--- src/rtl/pipeline_hazard_unit.sv ---
// Forwarding-select and load-use hazard unit: a shift register of in-flight destination tokens from EX onward.
// Optional feature macro HAZARD_PERF_CNT_EN adds the stall_cnt / fwd_cnt performance counters.
module pipeline_hazard_unit_chk #(
    parameter int NUM_SRC    = 2,
    parameter int FWD_DEPTH  = 2,
    parameter int LOAD_STAGE = 2,
    parameter int SEL_W      = 2
) (
    input logic                     clk,
    input logic                     rst_n,
    input logic [FWD_DEPTH:0]       valid_q,
    input logic [FWD_DEPTH:0]       memread_q,
    input logic [NUM_SRC*SEL_W-1:0] fwd_sel
);
    logic bad_s;

    // Flags any operand selecting a load that has not yet reached its data-ready stage
    always_comb begin
        bad_s = 1'b0;
        for (int i = 0; i < NUM_SRC; i++) begin
            for (int k = 1; k <= FWD_DEPTH; k++) begin
                if ((fwd_sel[i*SEL_W +: SEL_W] == SEL_W'(k)) && valid_q[k] && memread_q[k] && (k < LOAD_STAGE)) begin
                    bad_s = 1'b1;
                end else begin
                    bad_s = bad_s;
                end
            end
        end
    end

    a_no_early_load_fwd: assert property (@(posedge clk) disable iff (!rst_n) !bad_s);
endmodule

module pipeline_hazard_unit #(
    parameter int  REG_ADDR_W = 5,
    parameter int  NUM_SRC    = 2,
    parameter int  FWD_DEPTH  = 2,
    parameter int  LOAD_STAGE = 2,
    localparam int SEL_W      = $clog2(FWD_DEPTH + 1)
) (
    input  logic                          clk,
    input  logic                          rst_n,
    input  logic                          id_valid,
    input  logic [NUM_SRC*REG_ADDR_W-1:0] id_rs,
    input  logic [NUM_SRC-1:0]            id_rs_used,
    input  logic [REG_ADDR_W-1:0]         id_rd,
    input  logic                          id_regwrite,
    input  logic                          id_memread,
    input  logic                          flush,
    input  logic                          ext_stall,
    output logic                          hz_stall,
    output logic [NUM_SRC*SEL_W-1:0]      fwd_sel,
    output logic                          ex_bubble
`ifdef HAZARD_PERF_CNT_EN
    ,
    output logic [31:0]                   stall_cnt,
    output logic [31:0]                   fwd_cnt
`endif
);
    localparam int NPOS = FWD_DEPTH + 1;

    logic [NPOS-1:0]               valid_q, valid_d;
    logic [NPOS-1:0]               regwrite_q, regwrite_d;
    logic [NPOS-1:0]               memread_q, memread_d;
    logic [REG_ADDR_W-1:0]         rd_q [NPOS];
    logic [REG_ADDR_W-1:0]         rd_d [NPOS];
    // Source fields only matter for the token sitting in EX
    logic [NUM_SRC*REG_ADDR_W-1:0] ex_rs_q, ex_rs_d;
    logic [NUM_SRC-1:0]            ex_rs_used_q, ex_rs_used_d;

    logic [NPOS-1:0]               elig_s;
    logic                          load_hit_s;
    logic                          hz_stall_s;
    logic                          ex_bubble_s;
    logic [NUM_SRC*SEL_W-1:0]      fwd_sel_s;

    // Producer eligibility per position
    always_comb begin
        for (int p = 0; p < NPOS; p++) begin
            elig_s[p] = valid_q[p] && regwrite_q[p] && (rd_q[p] != {REG_ADDR_W{1'b0}});
        end
    end

    // Youngest-wins forwarding select: scan oldest to youngest so the nearest match overwrites
    always_comb begin
        fwd_sel_s = {(NUM_SRC*SEL_W){1'b0}};
        for (int i = 0; i < NUM_SRC; i++) begin
            for (int k = FWD_DEPTH; k >= 1; k--) begin
                if (valid_q[0] && ex_rs_used_q[i] && elig_s[k] && (rd_q[k] == ex_rs_q[i*REG_ADDR_W +: REG_ADDR_W])) begin
                    fwd_sel_s[i*SEL_W +: SEL_W] = SEL_W'(k);
                end else begin
                    fwd_sel_s[i*SEL_W +: SEL_W] = fwd_sel_s[i*SEL_W +: SEL_W];
                end
            end
        end
    end

    // Load-use detection against loads whose data is not forwardable by the time ID reaches EX
    always_comb begin
        load_hit_s = 1'b0;
        for (int i = 0; i < NUM_SRC; i++) begin
            for (int p = 0; p < NPOS; p++) begin
                if ((p + 2 <= LOAD_STAGE) && id_rs_used[i]
                    && (id_rs[i*REG_ADDR_W +: REG_ADDR_W] != {REG_ADDR_W{1'b0}})
                    && elig_s[p] && memread_q[p]
                    && (rd_q[p] == id_rs[i*REG_ADDR_W +: REG_ADDR_W])) begin
                    load_hit_s = 1'b1;
                end else begin
                    load_hit_s = load_hit_s;
                end
            end
        end
        hz_stall_s  = id_valid && !flush && load_hit_s;
        ex_bubble_s = flush || hz_stall_s || !id_valid;
    end

    // Token shift: advance unless the whole pipe is frozen
    always_comb begin
        valid_d      = valid_q;
        regwrite_d   = regwrite_q;
        memread_d    = memread_q;
        rd_d         = rd_q;
        ex_rs_d      = ex_rs_q;
        ex_rs_used_d = ex_rs_used_q;
        if (!ext_stall) begin
            for (int k = 1; k < NPOS; k++) begin
                valid_d[k]    = valid_q[k-1];
                regwrite_d[k] = regwrite_q[k-1];
                memread_d[k]  = memread_q[k-1];
                rd_d[k]       = rd_q[k-1];
            end
            valid_d[0]    = !ex_bubble_s;
            regwrite_d[0] = id_regwrite && !ex_bubble_s;
            memread_d[0]  = id_memread && !ex_bubble_s;
            rd_d[0]       = id_rd;
            ex_rs_d       = id_rs;
            ex_rs_used_d  = ex_bubble_s ? {NUM_SRC{1'b0}} : id_rs_used;
        end else begin
            valid_d = valid_q;
        end
    end

    // Token state registers
    always_ff @(posedge clk or negedge rst_n) begin
        if (!rst_n) begin
            valid_q      <= {NPOS{1'b0}};
            regwrite_q   <= {NPOS{1'b0}};
            memread_q    <= {NPOS{1'b0}};
            ex_rs_q      <= {(NUM_SRC*REG_ADDR_W){1'b0}};
            ex_rs_used_q <= {NUM_SRC{1'b0}};
            for (int p = 0; p < NPOS; p++) begin
                rd_q[p] <= {REG_ADDR_W{1'b0}};
            end
        end else begin
            valid_q      <= valid_d;
            regwrite_q   <= regwrite_d;
            memread_q    <= memread_d;
            ex_rs_q      <= ex_rs_d;
            ex_rs_used_q <= ex_rs_used_d;
            rd_q         <= rd_d;
        end
    end

    assign hz_stall  = hz_stall_s;
    assign ex_bubble = ex_bubble_s;
    assign fwd_sel   = fwd_sel_s;

`ifdef HAZARD_PERF_CNT_EN
    logic [31:0] stall_cnt_q, stall_cnt_d;
    logic [31:0] fwd_cnt_q, fwd_cnt_d;

    // Counter next-state; both wrap naturally at 2^32
    always_comb begin
        stall_cnt_d = stall_cnt_q;
        fwd_cnt_d   = fwd_cnt_q;
        if (hz_stall_s && !ext_stall) begin
            stall_cnt_d = stall_cnt_q + 32'd1;
        end else begin
            stall_cnt_d = stall_cnt_q;
        end
        if (!ext_stall && (|fwd_sel_s)) begin
            fwd_cnt_d = fwd_cnt_q + 32'd1;
        end else begin
            fwd_cnt_d = fwd_cnt_q;
        end
    end

    // Counter registers
    always_ff @(posedge clk or negedge rst_n) begin
        if (!rst_n) begin
            stall_cnt_q <= 32'd0;
            fwd_cnt_q   <= 32'd0;
        end else begin
            stall_cnt_q <= stall_cnt_d;
            fwd_cnt_q   <= fwd_cnt_d;
        end
    end

    assign stall_cnt = stall_cnt_q;
    assign fwd_cnt   = fwd_cnt_q;
`endif

    pipeline_hazard_unit_chk #(
        .NUM_SRC    (NUM_SRC),
        .FWD_DEPTH  (FWD_DEPTH),
        .LOAD_STAGE (LOAD_STAGE),
        .SEL_W      (SEL_W)
    ) u_chk (
        .clk       (clk),
        .rst_n     (rst_n),
        .valid_q   (valid_q),
        .memread_q (memread_q),
        .fwd_sel   (fwd_sel_s)
    );
endmodule

--- config.mk ---
export PLATFORM = sky130hd
export DESIGN_NAME = pipeline_hazard_unit
export DESIGN_NICKNAME = d
export VERILOG_FILES = /design/src/rtl/pipeline_hazard_unit.sv
export SDC_FILE = /design/constraint.sdc
export NUM_CORES = 1
export LEC_CHECK = 0
export CAP_MARGIN = 0
export CORE_UTILIZATION = 56
export DETAILED_ROUTE_END_ITERATION = 12
export GPL_TIMING_DRIVEN = 0
export PLACE_DENSITY_LB_ADDON = 0.25
export SYNTH_ARGS = -nofsm -noshare
export SYNTH_HDL_FRONTEND = slang
export SYNTH_SLANG_ARGS = --single-unit
--- constraint.sdc ---
create_clock -name clk -period 5.3 [get_ports clk]
set_clock_uncertainty 0.05 [all_clocks]
set_input_delay 1.325 -clock clk [delete_from_list [all_inputs] [get_ports clk]]
set_output_delay 1.325 -clock clk [all_outputs]
set_load 0.01 [all_outputs]
# Yosys cells after proc, flatten, opt, wreduce, memory -nomap -nowiden
# Cells that the tools add are included.
dict set report op_classes {
  n_addsub 0
  multipliers 0
  div 0
  n_lt_le_gt_ge 0
  eq_ne 6
  shifts 0
  mux 7
  bitwise 0
  reduce_logical 38
}
# op n
set ops {}
lappend ops {{5-bit equality test} 6}
lappend ops {{1-bit logical AND} 28}
lappend ops {{5-bit nonzero test} 5}
lappend ops {{2-bit 2-to-1 mux} 5}
lappend ops {{1-bit logical NOT} 3}
lappend ops {{1-bit logical OR} 2}
lappend ops {{1-bit 2-to-1 mux} 2}
dict set report word_totals {
  ff_bits 34
  latchBits 0
  ramBits 0
  mem_bits_ro 0
  input_bits 24
  out_inout_bits 6
  word_cells 59
  memories 0
}

# Depth between registers and ports, before layout
# Gate-level depths: netlist of the first run.
dict set report depth {
  word_depth 12
  ltp_mapped 4
  mapped_depth_nobuf 4
}

# Worst setup path before layout of the first run
# Ideal clock, no wire load.
dict set report synth_path {
  path_type {input-to-output}
  startpoint {input port id_rs[3]}
  endpoint {output port hz_stall}
  arrival_time_ns 2.310
  required_time_ns 3.925
  slack_ns 1.615
  stages 4
  path_buffers 0
  path_cell_list {xnor2_1 > nand3_1 > or4_4 > a21boi_1}
}
dict set report synth_between {
  elab_chain_len 8
  word_cells_on_any_way 9
  cone_classes {eq/ne: 1; mux: 2; reduce/logical: 6}
}
# item line
set synth_lines {}
lappend synth_lines {{start: declaration} 44} ;# input logic [NUM_SRC*REG_ADDR_W-1:0] id_rs,
lappend synth_lines {{5-bit nonzero test} --}
lappend synth_lines {{1-bit logical AND} 104} ;# && (id_rs[i*REG_ADDR_W +: REG_ADDR_W] != {REG_ADDR_W{1'b0}})
lappend synth_lines {{1-bit logical AND (2 in series)} 105} ;# && elig_s[p] && memread_q[p]
lappend synth_lines {{1-bit logical AND *} 106} ;# && (rd_q[p] == id_rs[i*REG_ADDR_W +: REG_ADDR_W])) begin
lappend synth_lines {{1-bit 2-to-1 mux * (2 in series)} 103} ;# if ((p + 2 <= LOAD_STAGE) && id_rs_used[i]
lappend synth_lines {{1-bit logical AND *} 113} ;# hz_stall_s = id_valid && !flush && load_hit_s;
lappend synth_lines {{end: declaration} 51} ;# output logic hz_stall,
# Every way passes the cells marked *; elsewhere a longest branch is shown, timed or not.

# Final worst setup path of the first run
dict set report layout_path {
  startpoint {input port id_rs[7]}
  endpoint {output port hz_stall}
}
dict set report layout_between {
  elab_chain_len 7
  word_cells_on_any_way 8
  cone_classes {eq/ne: 1; mux: 1; reduce/logical: 6}
}
# item line
set layout_lines {}
lappend layout_lines {{5-bit nonzero test} --}
lappend layout_lines {{1-bit logical AND} 104}
lappend layout_lines {{1-bit logical AND (2 in series)} 105}
lappend layout_lines {{1-bit logical AND *} 106}
lappend layout_lines {{1-bit 2-to-1 mux *} 103}
lappend layout_lines {{1-bit logical AND *} 113}
# Marked as above.

==> results of run 1 <==
-- cell families after synthesis --
family | Yosys count | synth area share
DFF | 34 | 0.4833
muxes | 28 | 0.1791
and+or+nand+nor | 40 | 0.1350
xor gates and xnor gates | 28 | 0.1393
AOI/OAI and AO/OA | 12 | 0.05259
buffers and inverters | 5 | 0.01066
-- through the flow --
stage	hold WS [ps]	setup slack [ps]
final	456.6	571.4
after detailed placement	428.1	582.2
after CTS	452.6	577.8
after global placement	418.7	587.1
after global routing	503.9	441.2
after floorplan	398.9	1615
-- flip-flops by register name (all words and copies together), names as in the netlist --
name          cells
memread_q         1
ex_rs_used_q      2
ex_rs_q          10
regwrite_q        3
valid_q           3
rd_q             15
-- critical path, delay by kind of cell --
| kind | cells | cell delay [ps] |
|---|---|---|
| compound gates | 1 | 150 |
| xor+xnor | 1 | 140 |
| simple gates | 2 | 640 |
| buf+inv | 2 | 1090 |
-- cell usage after synthesis, types with 2 or more instances --
cell      number
nand4_1        4
nor2b_1        2
clkbuf_1       3
mux2_2        28
or4_1          8
a21oi_1        2
nand3b_1       4
o211ai_1       2
xor2_1         4
nand2_1        8
nand3_1        4
nor4_1         4
nor2_1         3
xnor2_1       24
dfrtp_1       34
o31ai_1        4
-- power groups by stage --
stage                     Combinational [W]  Sequential (W)  Clock [W]
after floorplan                   0.0000825        0.000322          0
after global placement             0.000114        0.000331          0
after detailed placement           0.000122        0.000334          0
after CTS                          0.000122        0.000329   0.000157
after global routing               0.000134        0.000334   0.000169
final                              0.000121        0.000330   0.000154
-- cell usage in the layout (no fill, tap or decap), drive strengths merged, types with 3 or more instances in the layout --
master / netlist / layout
dfrtp: 34 / 34
mux2: 28 / 28
clkdlybuf4s50: 0 / 27
xnor2: 24 / 24
or4: 9 / 9
clkbuf: 3 / 9
nand2: 8 / 8
nand3: 4 / 4
nand4: 4 / 4
xor2: 4 / 4
nor4: 4 / 4
nand3b: 4 / 4
o31ai: 4 / 4
nor2: 3 / 3
-- metal layers --
layer  track usage  vias up  share of wire
li1              -      607              -
met4       0.09184        0          0.021
met1        0.3616      624           0.42
met5             0        -              0
met2        0.4532       40           0.51
met3       0.07366       10          0.049
-- how the worst max path moves through the flow --
stage / to / slack [ps] / cells past startpoint
2_1_floorplan: hz_stall / 1620 / 4
3_3_place_gp: hz_stall / 590 / 6
5_1_grt: hz_stall / 440 / 6
6_report: hz_stall / 570 / 6
3_5_place_dp: hz_stall / 580 / 6
4_1_cts: hz_stall / 580 / 6
-- cell type report --
class	count	share of cell area
plain buffers	4	0.006977
repair buffers	28	0.1279
multi-input cells	108	0.4140
clock buffers	6	0.02384
inverters	1	0.001744
well taps	42	0.02442
clock inverters	2	0.005814
flip-flops and latches	34	0.3953
==> results.toml, run 1 <==
[floorplan]
dieArea_um2 = 3372
coreArea_um2 = 2877
rows = 19
ios = 30
die_w_um = 58.07
die_h_um = 58.07
start_util = 0.6120

[job]
cap_violations = 0

[worst_setup_path]
rr_worst_depth = 4
crit_path_start = "id_rs[7]"
cpMaxStageDelayCell = "clkdlybuf4s50_1"
start_kind = "input port"
slowest_delay_ps = 550
worstSetupEndpointType = "primary output"
critical_path.cell_chain = "clkdlybuf4s50_1 > xnor2_1 > nand3_1 > or4_1 > a21boi_1 > clkdlybuf4s50_1"
rr_endpoint = "regwrite_q[0]"
cp_common_cell = "clkdlybuf4s50_1"
r2r_start = "rd_q[11]"
cp_max_fo = 3
crit_type = "input port to primary output"
cp.arrival_ps = 3350
required_ps = 3920
reg2reg_slack_ps = 3380

[placement]
placed_area_um2 = 2088
dp_cells = 217
place.gp.congestion = 0.8059
hpwl_um = 3043
io_buffers = 28

[sta]
rsz0062_at_grt = "no"
fin_setup_tns_ps = 0
slew_violations = 0
relSlewSlack = 0.5085
tightest_slew_ps = 737.3
hold_viol = 0
period_needed_ps = 4729
fmax_mhz = 211.5
setup_violations = 0
min_period_over_period = 0.8922

[yosys]
synth_largest_area_cell = "dfrtp_1"
synth.top_cell.area_share = 0.4833
netlist_area_um2 = 1760
syn_nets = 171
synth-seq-cells = 34
synth_warnings = 0
synth_ff_type = "dfrtp_1"
synth_cells = 147
ys_async_sr_fraction = 1.000
synth-seq-area-share = 0.4833
synth_edf_count = 0
synth_cell_types = 25
synth.area.top_cells = "dfrtp_1, mux2_2, xnor2_1"
avgSynthCellArea_um2 = 11.98

[pwr]
swShare = 0.2943
p_comb_frac = 0.201
seqPwrFrac = 0.545
fin_total_pwr_w = 0.0006050
power_density_nw_per_um2 = 281.1
switching_power_w = 0.0001781
pwr-share-clk = 0.254
peakVddDrop_v = 0.0002491
internal_power_w = 0.0004269
p_leak_nw = 0.8120

[grt]
grt_pass1_wl_um = 6803
grtUsageTotal = 0.2780
grt_max_degree = 35
grt_antenna_before_repair = 0
grt-ovfl-total = 0
grt_pass1_vias = 1374

[status]
violations = "design-rule violations"
status = "complete, but fails checks"

[cells_and_area]
antenna_cells = 0
multiInputGateArea_um2 = 890.9
final_util = 0.7482
seq_area_um2 = 850.8
drive_above_1_share = 0.2131
fillers = 206
area_growth_pct = 22.25
final_cells = 225
finalNetCount = 206
fin_area_um2 = 2152

[clocking]
clk_pin_slew_ps = 110
cts_sinks = 34
clock_path_buffers = 2
cts_tree = "done"
cts_hold_buf = 0
clockRootBuffer = "clkbuf_4"
htree_num_levels = 2
worstSkewPairLatency_ps = 330
cts_resized = 0
cts_made_buffers = 5
cts_setup_buffers = 0

[routing]
routed_wl_um = 3914
ant_nets = 0
wl_per_cell_um = 17.40
drcViolationCount = 1
firstDrtPassIters = 8
num_vias = 1281
post_drt_via_cell_ratio = 5.693
first_iter_violations = 32

[hold_path]
min_from = "ex_rs_used_q[1]"
min_to = "ex_rs_used_q[1]"
holdCritPathClass = "register to register"
hold_depth = 2
(Power assumes the default switching activity.)
==> run 2: changes to the inputs <==
--- a/config.mk
+++ b/config.mk
@@ -9,7 +9,9 @@
 export CORE_UTILIZATION = 56
 export DETAILED_ROUTE_END_ITERATION = 12
 export GPL_TIMING_DRIVEN = 0
+export HOLD_SLACK_MARGIN = 0.06
 export PLACE_DENSITY_LB_ADDON = 0.25
+export SETUP_SLACK_MARGIN = 0.05
 export SYNTH_ARGS = -nofsm -noshare
 export SYNTH_HDL_FRONTEND = slang
 export SYNTH_SLANG_ARGS = --single-unit
==> results of run 2 <==
Final layout, timing and power as in run 1 (identical DEF).
==> run 3: changes to the inputs <==
--- a/config.mk
+++ b/config.mk
@@ -6,7 +6,7 @@
 export NUM_CORES = 1
 export LEC_CHECK = 0
 export CAP_MARGIN = 0
-export CORE_UTILIZATION = 56
+export CORE_UTILIZATION = 47
 export DETAILED_ROUTE_END_ITERATION = 12
 export GPL_TIMING_DRIVEN = 0
 export HOLD_SLACK_MARGIN = 0.06
==> constraint.sdc (replaced) <==
create_clock -name clk -period 3.9 [get_ports clk]
set_clock_uncertainty 0.05 [all_clocks]
set_input_delay 0.975 -clock clk [delete_from_list [all_inputs] [get_ports clk]]
set_output_delay 0.975 -clock clk [all_outputs]
set_load 0.01 [all_outputs]
==> run 3 against run 2 <==
Compared with the run above:
- clock power up 69%
- design area rose by 1.6%
- first-iteration DRC count up 100%
- largest cell class unchanged
- combinational power increased by 31%
- worst setup slack got worse by 430 ps
- the flow now finishes without violations
- utilization down 12 points
- count of clock-buffer cells in the layout rose by 1
==> results.toml, run 3 (synthesis gave the netlist of run 1 again) <==
[sta]
min_period_over_period = 0.9647
holdWs_ps = 441.2
tightest_slew_ps = 736.4
fmax_mhz = 265.8
hold_viol = 0
relSlewSlack = 0.5091
period_needed_ps = 3762
rsz0062_at_grt = "no"
slew_violations = 0
setup_violations = 0

[floorplan]
coreArea_um2 = 3468
die_w_um = 63.20
start_util = 0.5076
ios = 30
die_h_um = 63.20
rows = 21
dieArea_um2 = 3994

[worst_setup_path]
worstSetupEndpointType = "primary output"
crit_type = "input port to primary output"
cp_max_fo = 3
start_kind = "input port"
required_ps = 2870
cp.arrival_ps = 2740

[pwr]
fin_total_pwr_w = 0.0008684
power_density_nw_per_um2 = 397.3
p_leak_nw = 0.8283
peakVddDrop_v = 0.0003342

[clocking]
clock_path_buffers = 2
cts_setup_buffers = 0
cts_hold_buf = 0
htree_num_levels = 2
cts_made_buffers = 5
clockRootBuffer = "clkbuf_8"
cts_resized = 3
cts_sinks = 34
worstSkewPairLatency_ps = 280
cts_tree = "done"
clk_pin_slew_ps = 60

[routing]
first_iter_violations = 65
post_drt_via_cell_ratio = 5.445
num_vias = 1247
drcViolationCount = 0
wl_per_cell_um = 16.11
ant_nets = 0
routed_wl_um = 3689
firstDrtPassIters = 4

[status]
status = "finished, final reports clean"

[cells_and_area]
top_regs = "rd_q (15), ex_rs_q (10)"
largest-register = "rd_q"
finalNetCount = 206
area_growth_pct = 24.17
final_common_cell = "dfrtp_1"
drive_above_1_share = 0.2131
final_cell_mix = "dfrtp_1, mux2_2, xnor2_1, clkdlybuf4s50_1"
antenna_cells = 0
largest_reg_flops = 15

[grt]
grt_pass1_wl_um = 6320
grt-ovfl-total = 0
grtUsageTotal = 0.2140
grt_antenna_before_repair = 0
grt_max_degree = 35
grt_pass1_vias = 1249

[job]
cap_violations = 0

[hold_path]
holdCritPathClass = "register to register"

[placement]
hpwl_um = 2883
io_buffers = 28
place.gp.congestion = 0.8419
[run 3: cell type report]
cell class	count	area, µm²
fillers	306	1282
multi-input cells	108	894.6
flip-flops and latches	34	850.8
repair buffers	28	272.8
clock buffers	7	86.33
well taps	46	57.56
plain buffers	4	15.01
clock inverters	1	5.005
inverters	1	3.754
[run 3: layer usage]
metal	GRT usage	part of all wire	vias to the layer above
li1	-	-	603
met1	0.2872	0.47	619
met2	0.3374	0.49	21
met3	0.05616	0.033	4
met4	0.06818	0.011	0
met5	0	0	-
[run 3: where the power goes]
group | switching (W) | internal, W
combinational | 0.0000592 | 0.000100
clock | 0.000118 | 0.000142
sequential | 0.0000557 | 0.000393
[run 3: final timing paths]
check	start	to	slack, ps	cells past startpoint
worst max-delay path	id_rs[4]	ex_bubble	140	6
max in group asynchronous	rst_n	ex_rs_used_q[1]	2620	1
worst max register to register	rd_q[11]	ex_rs_used_q[1]	2030	4
min in group asynchronous	rst_n	rd_q[0]	700	1
worst min register to register	ex_rs_used_q[0]	ex_rs_used_q[0]	440	2
worst min-delay path	ex_rs_used_q[0]	ex_rs_used_q[0]	440	2
[run 3: critical path, stage by stage]
cell and delay (ps):
clkdlybuf4s50_1 490, or4_1 530, a21oi_1 210, or4_4 170
nand3_1 70, dlygate4sd2_1 310
[run 3: per-stage QoR]
stage	cells	setup slack, ps	TNS [ps]	util	area, µm²
floorplan	147	915.1	0	-	1760
global placement	221	-124.3	-186.3	0.6050	2098
detailed placement	221	-146.5	-214.5	0.6035	2093
CTS	229	121.5	0	0.6288	2181
global route	229	54.23	0	0.6302	2186
finish	229	137.8	0	0.6302	2186
